### src/rtl/carfield_pkg.sv
`default_nettype none
// +---------------------------------------------------------------------------+
// | carfield_pkg: mailbox window constants and register offset map.           |
// | Revision: 1.0                                                             |
// +---------------------------------------------------------------------------+
package carfield_pkg;

    localparam int unsigned MailboxSize       = 32'h1000;
    localparam int unsigned MailboxStride     = 32'h40;
    localparam int unsigned MailboxNumDefault = 8;

    typedef enum logic [5:0] {
        MBOX_LETTER0  = 6'h00,
        MBOX_LETTER1  = 6'h04,
        MBOX_SND_STAT = 6'h08,
        MBOX_SND_SET  = 6'h0C,
        MBOX_SND_CLR  = 6'h10,
        MBOX_SND_EN   = 6'h14,
        MBOX_RCV_STAT = 6'h20,
        MBOX_RCV_SET  = 6'h24,
        MBOX_RCV_CLR  = 6'h28,
        MBOX_RCV_EN   = 6'h2C
    } mbox_reg_off_t;

    function automatic logic mbox_off_mapped(input logic [5:0] off);
        case (off)
            MBOX_LETTER0, MBOX_LETTER1, MBOX_SND_STAT, MBOX_SND_SET, MBOX_SND_CLR,
            MBOX_SND_EN, MBOX_RCV_STAT, MBOX_RCV_SET, MBOX_RCV_CLR, MBOX_RCV_EN:
                return 1'b1;
            default:
                return 1'b0;
        endcase
    endfunction

endpackage
`default_nettype wire

### src/rtl/carfield_mailbox_slot.sv
`default_nettype none
// +---------------------------------------------------------------------------+
// | carfield_mailbox_slot: one mailbox (letters, doorbells, enables, irqs).   |
// | Revision: 1.0                                                             |
// +---------------------------------------------------------------------------+
module carfield_mailbox_slot
    import carfield_pkg::*;
#(
    parameter int unsigned DataWidth = 32
) (
    input  logic                   clk_i,
    input  logic                   rst_ni,
    input  logic                   we_i,
    input  logic [5:0]             off_i,
    input  logic [DataWidth-1:0]   wdata_i,
    input  logic [DataWidth/8-1:0] wstrb_i,
    output logic [DataWidth-1:0]   rdata_o,
    output logic                   snd_irq_o,
    output logic                   rcv_irq_o
);

    logic [DataWidth-1:0] letter0_q, letter0_d;
    logic [DataWidth-1:0] letter1_q, letter1_d;
    logic snd_stat_q, snd_stat_d, snd_en_q, snd_en_d;
    logic rcv_stat_q, rcv_stat_d, rcv_en_q, rcv_en_d;
    logic w_bit0;

    // 1-bit registers only react when byte lane 0 is strobed
    assign w_bit0 = wstrb_i[0] & wdata_i[0];

    always_comb begin
        letter0_d  = letter0_q;
        letter1_d  = letter1_q;
        snd_stat_d = snd_stat_q;
        snd_en_d   = snd_en_q;
        rcv_stat_d = rcv_stat_q;
        rcv_en_d   = rcv_en_q;
        if (we_i) begin
            case (mbox_reg_off_t'(off_i))
                MBOX_LETTER0: begin
                    for (int b = 0; b < DataWidth/8; b++) begin
                        if (wstrb_i[b]) letter0_d[8*b +: 8] = wdata_i[8*b +: 8];
                    end
                end
                MBOX_LETTER1: begin
                    for (int b = 0; b < DataWidth/8; b++) begin
                        if (wstrb_i[b]) letter1_d[8*b +: 8] = wdata_i[8*b +: 8];
                    end
                end
                MBOX_SND_SET: if (w_bit0) snd_stat_d = 1'b1;
                MBOX_SND_CLR: if (w_bit0) snd_stat_d = 1'b0;
                MBOX_SND_EN:  if (wstrb_i[0]) snd_en_d = wdata_i[0];
                MBOX_RCV_SET: if (w_bit0) rcv_stat_d = 1'b1;
                MBOX_RCV_CLR: if (w_bit0) rcv_stat_d = 1'b0;
                MBOX_RCV_EN:  if (wstrb_i[0]) rcv_en_d = wdata_i[0];
                default: ;
            endcase
        end
    end

    always_ff @(posedge clk_i or negedge rst_ni) begin
        if (!rst_ni) begin
            letter0_q  <= '0;
            letter1_q  <= '0;
            snd_stat_q <= 1'b0;
            snd_en_q   <= 1'b0;
            rcv_stat_q <= 1'b0;
            rcv_en_q   <= 1'b0;
        end else begin
            letter0_q  <= letter0_d;
            letter1_q  <= letter1_d;
            snd_stat_q <= snd_stat_d;
            snd_en_q   <= snd_en_d;
            rcv_stat_q <= rcv_stat_d;
            rcv_en_q   <= rcv_en_d;
        end
    end

    always_comb begin
        rdata_o = '0;
        case (mbox_reg_off_t'(off_i))
            MBOX_LETTER0:  rdata_o = letter0_q;
            MBOX_LETTER1:  rdata_o = letter1_q;
            MBOX_SND_STAT: rdata_o[0] = snd_stat_q;
            MBOX_SND_EN:   rdata_o[0] = snd_en_q;
            MBOX_RCV_STAT: rdata_o[0] = rcv_stat_q;
            MBOX_RCV_EN:   rdata_o[0] = rcv_en_q;
            default: ;
        endcase
    end

    assign snd_irq_o = snd_stat_q & snd_en_q;
    assign rcv_irq_o = rcv_stat_q & rcv_en_q;

endmodule
`default_nettype wire

### src/rtl/carfield_mailbox_responder.sv
`default_nettype none
// +---------------------------------------------------------------------------+
// | carfield_mailbox_responder: register responder for the mailbox window.    |
// | Revision: 1.0                                                             |
// +---------------------------------------------------------------------------+
module carfield_mailbox_responder
    import carfield_pkg::*;
#(
    parameter int unsigned NumMbox   = MailboxNumDefault,
    parameter int unsigned AddrWidth = 12,
    parameter int unsigned DataWidth = 32
) (
    input  logic                 clk_i,
    input  logic                 rst_ni,
    input  logic                 req_valid_i,
    input  logic                 req_write_i,
    input  logic [AddrWidth-1:0] req_addr_i,
    input  logic [DataWidth-1:0] req_wdata_i,
    input  logic [3:0]           req_wstrb_i,
    output logic                 rsp_ready_o,
    output logic [DataWidth-1:0] rsp_rdata_o,
    output logic                 rsp_error_o,
    output logic [NumMbox-1:0]   snd_irq_o,
    output logic [NumMbox-1:0]   rcv_irq_o
);

    localparam logic [0:0] StIdle = 1'b0;
    localparam logic [0:0] StResp = 1'b1;

    localparam int unsigned MaxMbox    = MailboxSize / MailboxStride;
    localparam logic [6:0]  NumMboxLim = 7'((NumMbox < MaxMbox) ? NumMbox : MaxMbox);

    logic [0:0]           state_q, state_d;
    logic [DataWidth-1:0] rdata_q, rdata_d;
    logic                 error_q, error_d;

    logic [5:0]           w_mbox;
    logic [5:0]           w_off;
    logic                 w_err;
    logic                 w_accept;
    logic [NumMbox-1:0]   w_sel;
    logic [DataWidth-1:0] w_slot_rdata [NumMbox];
    logic [DataWidth-1:0] w_rd_mux;
    logic                 unused_addr_lo;

    assign w_mbox         = req_addr_i[11:6];
    assign w_off          = {req_addr_i[5:2], 2'b00};
    assign unused_addr_lo = ^req_addr_i[1:0];

    if (AddrWidth > 12) begin : g_addr_hi
        logic unused_addr_hi;
        assign unused_addr_hi = ^req_addr_i[AddrWidth-1:12];
    end

    assign w_err    = ({1'b0, w_mbox} >= NumMboxLim) || !mbox_off_mapped(w_off);
    assign w_accept = (state_q == StIdle) && req_valid_i;

    for (genvar i = 0; i < NumMbox; i++) begin : g_slot
        assign w_sel[i] = (w_mbox == 6'(i));

        carfield_mailbox_slot #(
            .DataWidth (DataWidth)
        ) u_slot (
            .clk_i     (clk_i),
            .rst_ni    (rst_ni),
            .we_i      (w_accept & req_write_i & ~w_err & w_sel[i]),
            .off_i     (w_off),
            .wdata_i   (req_wdata_i),
            .wstrb_i   (req_wstrb_i),
            .rdata_o   (w_slot_rdata[i]),
            .snd_irq_o (snd_irq_o[i]),
            .rcv_irq_o (rcv_irq_o[i])
        );
    end

    always_comb begin
        w_rd_mux = '0;
        for (int i = 0; i < NumMbox; i++) begin
            if (w_sel[i]) w_rd_mux = w_slot_rdata[i];
        end
    end

    // Writes and errored accesses answer with zero data
    always_comb begin
        state_d = state_q;
        rdata_d = rdata_q;
        error_d = error_q;
        case (state_q)
            StIdle: begin
                if (req_valid_i) begin
                    state_d = StResp;
                    rdata_d = (req_write_i || w_err) ? '0 : w_rd_mux;
                    error_d = w_err;
                end
            end
            default: state_d = StIdle;
        endcase
    end

    always_ff @(posedge clk_i or negedge rst_ni) begin
        if (!rst_ni) begin
            state_q <= StIdle;
            rdata_q <= '0;
            error_q <= 1'b0;
        end else begin
            state_q <= state_d;
            rdata_q <= rdata_d;
            error_q <= error_d;
        end
    end

    assign rsp_ready_o = (state_q == StResp);
    assign rsp_rdata_o = rdata_q;
    assign rsp_error_o = error_q;

endmodule
`default_nettype wire

### config.mk
export PLATFORM = sky130hd
export DESIGN_NAME = carfield_mailbox_responder
export DESIGN_NICKNAME = d
export VERILOG_FILES = /design/src/rtl/carfield_pkg.sv /design/src/rtl/carfield_mailbox_slot.sv /design/src/rtl/carfield_mailbox_responder.sv
export SDC_FILE = /design/constraint.sdc
export NUM_CORES = 1
export LEC_CHECK = 0
export ABC_CLOCK_PERIOD_IN_PS = 5790
export CAP_MARGIN = 25
export CORE_MARGIN = 2
export CORE_UTILIZATION = 66
export CTS_CLUSTER_SIZE = 40
export DETAILED_ROUTE_END_ITERATION = 10
export MAX_ROUTING_LAYER = met4
export PLACE_DENSITY_LB_ADDON = 0.1
export SKIP_LAST_GASP = 1
export SLEW_MARGIN = 20
export SYNTH_ARGS = -nofsm -noshare
export SYNTH_HDL_FRONTEND = slang
export SYNTH_SLANG_ARGS = --single-unit
export TNS_END_PERCENT = 30
### constraint.sdc
create_clock -name clk_i -period 5.79 [get_ports clk_i]
set_input_delay 1.4475 -clock clk_i [delete_from_list [all_inputs] [get_ports clk_i]]
set_output_delay 1.4475 -clock clk_i [all_outputs]
set_load 0.05 [all_outputs]
# == Word-level counts from Yosys, hierarchy flattened ==
# Index checks and enable logic that the tools add are counted.
# totals
output_inout_bits,50
register_bits,578
input_bits,52
word_cells,287
# op_classes
eq_ne,20
n_reduce_logical,106
n_mux,32
bitwise,29
order_cmp,1
# ops
operator,n
one-hot mux 31 bit (2 select lines),8
2-to-1 mux 32 bit,9
AND reduction 3 bit,80
AND reduction 4 bit,16
one-hot mux 1 bit (6 select lines),8
bitwise AND 1 bit,27
"== test 6 x 3 -> 1 bit, second input constant",4
"== test 4 bit, second input constant",4
"== test 6 x 2 -> 1 bit, second input constant",2
zero test 6 bit,2
OR reduction 10 bit,1
"== test 4 x 2 -> 1 bit, second input constant",2
"== test 4 x 3 -> 1 bit, second input constant",2
"inequality test 2 x 1 -> 1 bit, second input constant",4
"== test 6 x 1 -> 1 bit, second input constant",1
"greater-or-equal comparator 6 x 4 -> 1 bit, second input constant",1
2-to-1 mux 1 bit,5
"== test 4 x 1 -> 1 bit, second input constant",1
one-hot mux 1 bit (2 select lines),2
nonzero test 2 bit,2
logical OR 1 bit,2
inverter 1 bit,2
AND reduction 2 bit,1
logical AND 1 bit,1
zero test 1 bit,1

# == Longest topological paths before layout ==
# depth
depth_word,11
depth_mapped,10
mapped_depth_nobuf,7

# == Modules after synthesis ==
# A second synthesis with hierarchy kept.
# unflattened
hier_cells,2139
area_unflattened_um2,28987.8
# by_module_without_submodules
mod,cells_each,instances,area_each_um2,seq_area_each_um2
carfield_mailbox_slot (g_slot[2].u_slot ...),216,6,3146.8,1701.6
carfield_mailbox_slot (g_slot[0].u_slot ...),219,2,3156.8,1701.6
carfield_mailbox_responder,405,1,3793.6,850.8

# == Least setup slack after synthesis ==
# OpenSTA, ideal clock, no wires.
# synth_timing
path_kind,input-to-reg
from,input req_addr_i[11]
to,register g_slot[5].u_slot.letter1_q[0]
slack_ns,2.473
path_buffers,3
required_ns,5.665
setup_ns,0.125
path_stages,8
t_arrival_ns,3.192
path_cell_list,or3b_1 or3_1 clkbuf_1 nand2b_4 buf_6 buf_6 nor2_8 mux2_2
# synth_via
elab_chain_cells,6
elab_cells_between_ends,7
cone_classes,order compare (1); eq/ne (1); bitwise (3); reduce/logical (2)
# synth_rtl
item,line,text
from (decl),carfield_mailbox_responder.sv:17,"input logic [AddrWidth-1:0] req_addr_i,"
greater-or-equal comparator 6 x 4 -> 1 bit,carfield_mailbox_responder.sv:55,"assign w_err = ({1'b0, w_mbox} >= NumMboxLim) || !mbox_off_mapped(w_off);"
logical OR 1 bit,carfield_mailbox_responder.sv:55,
inverter 1 bit,carfield_mailbox_responder.sv:66,".we_i (w_accept & req_write_i & ~w_err & w_sel[i]),"
bitwise AND 1 bit,carfield_mailbox_responder.sv:66,
bitwise AND 1 bit *,carfield_mailbox_responder.sv:66,
AND reduction 3 bit (no source line) *,--,
to (signal assigned),carfield_mailbox_slot.sv:71,letter1_q <= letter1_d;
to (decl),carfield_mailbox_slot.sv:23,"logic [DataWidth-1:0] letter1_q, letter1_d;"
# Every way passes the cells marked *; elsewhere a longest branch is shown, timed or not.
# A chain may end at the register's enable or synchronous reset.

# == Worst setup path after layout ==
# layout_timing
from,input req_addr_i[3]
to,register g_slot[1].u_slot.letter0_q[30]
# layout_via
elab_chain_cells,9
elab_cells_between_ends,18
cone_classes,eq/ne (9); mux (1); bitwise (3); reduce/logical (5)
# layout_rtl
item,line,text
== test 4 x 2 -> 1 bit (tied with other cells),carfield_pkg.sv:26,case (off)
OR reduction 10 bit,carfield_pkg.sv:26,
2-to-1 mux 1 bit,carfield_pkg.sv:26,
zero test 1 bit,carfield_mailbox_responder.sv:55,
logical OR 1 bit,carfield_mailbox_responder.sv:55,
inverter 1 bit,carfield_mailbox_responder.sv:66,
bitwise AND 1 bit (2 in series),carfield_mailbox_responder.sv:66,
AND reduction 3 bit (no source line) *,--,
to (signal assigned),carfield_mailbox_slot.sv:70,letter0_q <= letter0_d;
to (decl),carfield_mailbox_slot.sv:22,"logic [DataWidth-1:0] letter0_q, letter0_d;"
# Marks and branches as above.

==> key figures <==
Setup path
  • Cells along the critical path: clkdlybuf4s50_1 > o21ai_0 > and4_1 > nand2_1 > nor2_2 > mux2_2
  • CP Depth: 6
  • Crit Path Category: primary input to register
  • Reg-to-Reg Start: rsp_ready_o
  • CP arrival: 4.58 ns
  • Crit end category: register
  • Crit path max fanout: 14
  • R2r setup slk: 2.84 ns
  • Reg2Reg Depth: 6
  • Worst Setup SP: req_addr_i[3]
  • Crit path to: g_slot[1].u_slot.letter0_q[30]
  • Crit path launch type: primary input
  • Crit-path max cell delay: 0.71 ns
  • WP data required: 6.28 ns
  • FF-to-FF End: g_slot[1].u_slot.letter0_q[30]
  • CP top delay family: simple AND/OR/NAND/NOR gates
  • CP bufs+invs: 1
  • Slowest CP cell: nor2_2

Logic synthesis
  • Async SR Flop Fraction: 100%
  • Top-count cell post-synth: dfrtp_1
  • EDFF count, synth: 0
  • YS warnings: 0
  • Most frequent cells after synthesis: dfrtp_1, mux2_2, a22oi_1
  • Syn nets: 2067
  • Post-synthesis instance total: 2015
  • Ys flop type: dfrtp_1
  • Unique masters post-synth: 61
  • Cell taking the most area after synthesis: dfrtp_1
  • Largest cells by area after synthesis: dfrtp_1, mux2_2, a22oi_1, mux2i_1, a221o_1
  • Mean area per synthesized cell: 13.2 µm²
  • Yosys reg bits: 578
  • Post-synth top area share: 54.4%
  • Sequential fraction of the synthesis area: 54.4%
  • Post-Syn Area: 0.0266 mm²

Finish
  • Layout cells sized above 1: 34.3%
  • Ant diodes: 0
  • Post-Route Utilization: 75.0%
  • Fin nets: 2098
  • Area Growth Syn to Fin: 12.0%

Drt
  • DR top layer: met4
  • TritonRoute pass-1 iters: 5
  • WL met3: 5080 µm
  • 1st-iter DRT viols: 1640
  • Via-per-instance ratio: 6.74
  • Routed WL: 66200 µm
  • Number of antenna-violating nets in the routed design: 0
  • Wl on met1: 28300 µm
  • DR vias: 17600
  • DR WL met2: 31000 µm
  • Wire length per cell after detailed routing: 25.3 µm
  • DRC: 0

Timing
  • Final worst path period need: 4.09 ns
  • Period utilization: 70.7%
  • Final setup fails: 0
  • Slew Limit Fails: 0
  • Post-route setup slack: 1.70 ns
  • Headroom to the max-slew limit: 42.1%
  • Worst-Margin Slew: 0.861 ns
  • RSZ-0062 raised after global routing: no
  • Setup_tns: 0 ns
  • Highest achievable clock rate: 244 MHz
  • Final Hold Fails: 0
  • Post-Route Skew: 0.0145 ns

GRT
  • Vias in the first global route: 18000
  • Largest net degree at the start of global routing: 135
  • Initial antenna violation count: 0
  • GRT Overall Usage: 33.2%
  • First-pass GRT wire length: 104000 µm
  • Total gr overflow: 0

Place
  • Final HPWL DP: 40400 µm
  • I/O Buffers: 99
  • Setup slack at placement: 1.19 ns
  • Routability cong.: 0.934

Floorplanning
  • Die area: 0.0419 mm²
  • Die X-Extent: 205 µm
  • Initial core utilization: 67.0%
  • Core area: 0.0397 mm²
  • # IOs: 102
  • # rows: 73
  • Die Y-Extent: 205 µm

Clock network
  • Post-CTS Resized: 0
  • H-tree levels: 2
  • Latest clock arrival within the worst-skew pair: 0.61 ns
  • Clock-pin slew on the worst setup and hold paths: 0.06 ns
  • CTS Buf Count: 58
  • Postcts setup bufs: 0
  • Root Buffer Master: clkbuf_16
  • CTS hold repair buffers: 0
  • Deepest clock path buffer count: 3
  • CTS tree: built
  • Clock sink count: 578

Power and ir drop
  • VDD IR max: 0.000272 V
  • Pleak: 13.7 nW
  • Total power: 8.10 mW
  • Power per Cell Area: 272 mW/mm²

Flow run
  • Max_cap viols: 0

Status
  • Status: finished, final reports clean

Min path
  • Hold Path Class: register to register
==> power breakdown <==
group | total (mW) | internal (mW) | switching (mW)
logic | 0.316 | 0.0720 | 0.244
clock network | 3.75 | 2.22 | 1.53
registers | 4.04 | 4.04 | 0.00126
==> final cells by class <==
cell class / instances / area [µm²]
Tap cell: 525 / 657
Multi-Input combinational cell: 1266 / 11400
Timing Repair Buffer: 139 / 1350
Fill cell: 2547 / 9950
Inverter: 3 / 11.3
Clock inverter: 13 / 169
Clock buffer: 91 / 1740
Sequential cell: 578 / 14500
==> worst reg2reg max path, stage by stage (launching register included) <==
cell and delay [ns]:
dfrtp_1 0.37, nand2b_2 0.18, nor2_1 0.08, and4_1 0.49, nand2_1 0.61, nor2_2 0.71, mux2_2 0.41
==> stage by stage <==
stage / instance area, µm² / hold slack, ns / std cells
final: 29800 / 0.488 / 2615
after global routing: 29800 / 0.504 / 2615
after CTS: 29800 / 0.488 / 2614
after detailed placement: 27900 / 0.477 / 2510
after global placement: 27900 / 0.466 / 2510
after floorplan: 26600 / 0.457 / 2015
==> sequential cells by signal (all words and copies together) (netlist names) <==
| register | count |
|---|---|
| rsp_rdata_o | 32 |
| rsp_ready_o | 1 |
| g_slot.u_slot.snd_en_q | 8 |
| g_slot.u_slot.letter0_q | 256 |
| g_slot.u_slot.snd_stat_q | 8 |
| g_slot.u_slot.rcv_en_q | 8 |
| rsp_error_o | 1 |
| g_slot.u_slot.letter1_q | 256 |
| g_slot.u_slot.rcv_stat_q | 8 |
==> worst min-delay path by stage <==
stage	start	endpoint	slack (ns)	depth (start not counted)
after global routing	g_slot[5].u_slot.letter1_q[14]	g_slot[5].u_slot.letter1_q[14]	0.50	1
after global placement	g_slot[0].u_slot.letter1_q[7]	g_slot[0].u_slot.letter1_q[7]	0.47	1
final	g_slot[5].u_slot.letter1_q[20]	g_slot[5].u_slot.letter1_q[20]	0.49	1
after detailed placement	g_slot[5].u_slot.letter1_q[20]	g_slot[5].u_slot.letter1_q[20]	0.48	1
after CTS	rsp_rdata_o[29]	rsp_rdata_o[29]	0.49	2
after floorplan	g_slot[1].u_slot.letter0_q[7]	g_slot[1].u_slot.letter0_q[7]	0.46	1
==> cells by family (layout without fill, tap and decap cells) <==
group | after synthesis | after routing | synth area share (%)
mux | 601 | 601 | 25.1
flops | 578 | 578 | 54.4
compound gates | 374 | 374 | 10.9
simple gates | 290 | 290 | 6.69
buf+inv | 171 | 246 | 2.87
xor+xnor | 1 | 1 | 0.0329
==> cell usage in the layout (no fill, tap or decap), types with 5 or more instances in the layout <==
master and instances:
clkinv_2 8, nand3b_1 5, o21ai_0 19, o22ai_1 62, nand3_1 43, nor3_1 34
and2_1 18, a21oi_1 8, o2bb2ai_1 31, buf_4 36, nor2b_1 7, o221ai_1 32
clkbuf_16 59, nand2_1 44, nor2_2 40, nand2b_1 6, mux2_1 25, o31ai_1 18
clkbuf_8 14, mux2i_1 71, mux2_2 505, clkbuf_1 18, nor2_1 28, nor2_4 21
dfrtp_1 578, a221o_1 60, a22oi_1 124, clkdlybuf4s50_1 97
==> layer usage <==
layer  up-vias  track usage (%)
li1       7641                -
met1      9175             46.3
met2       688             50.1
met3       118             5.71
met4         0             10.8
met5         -                -
No activity file was read; power rests on OpenSTA's default activity.
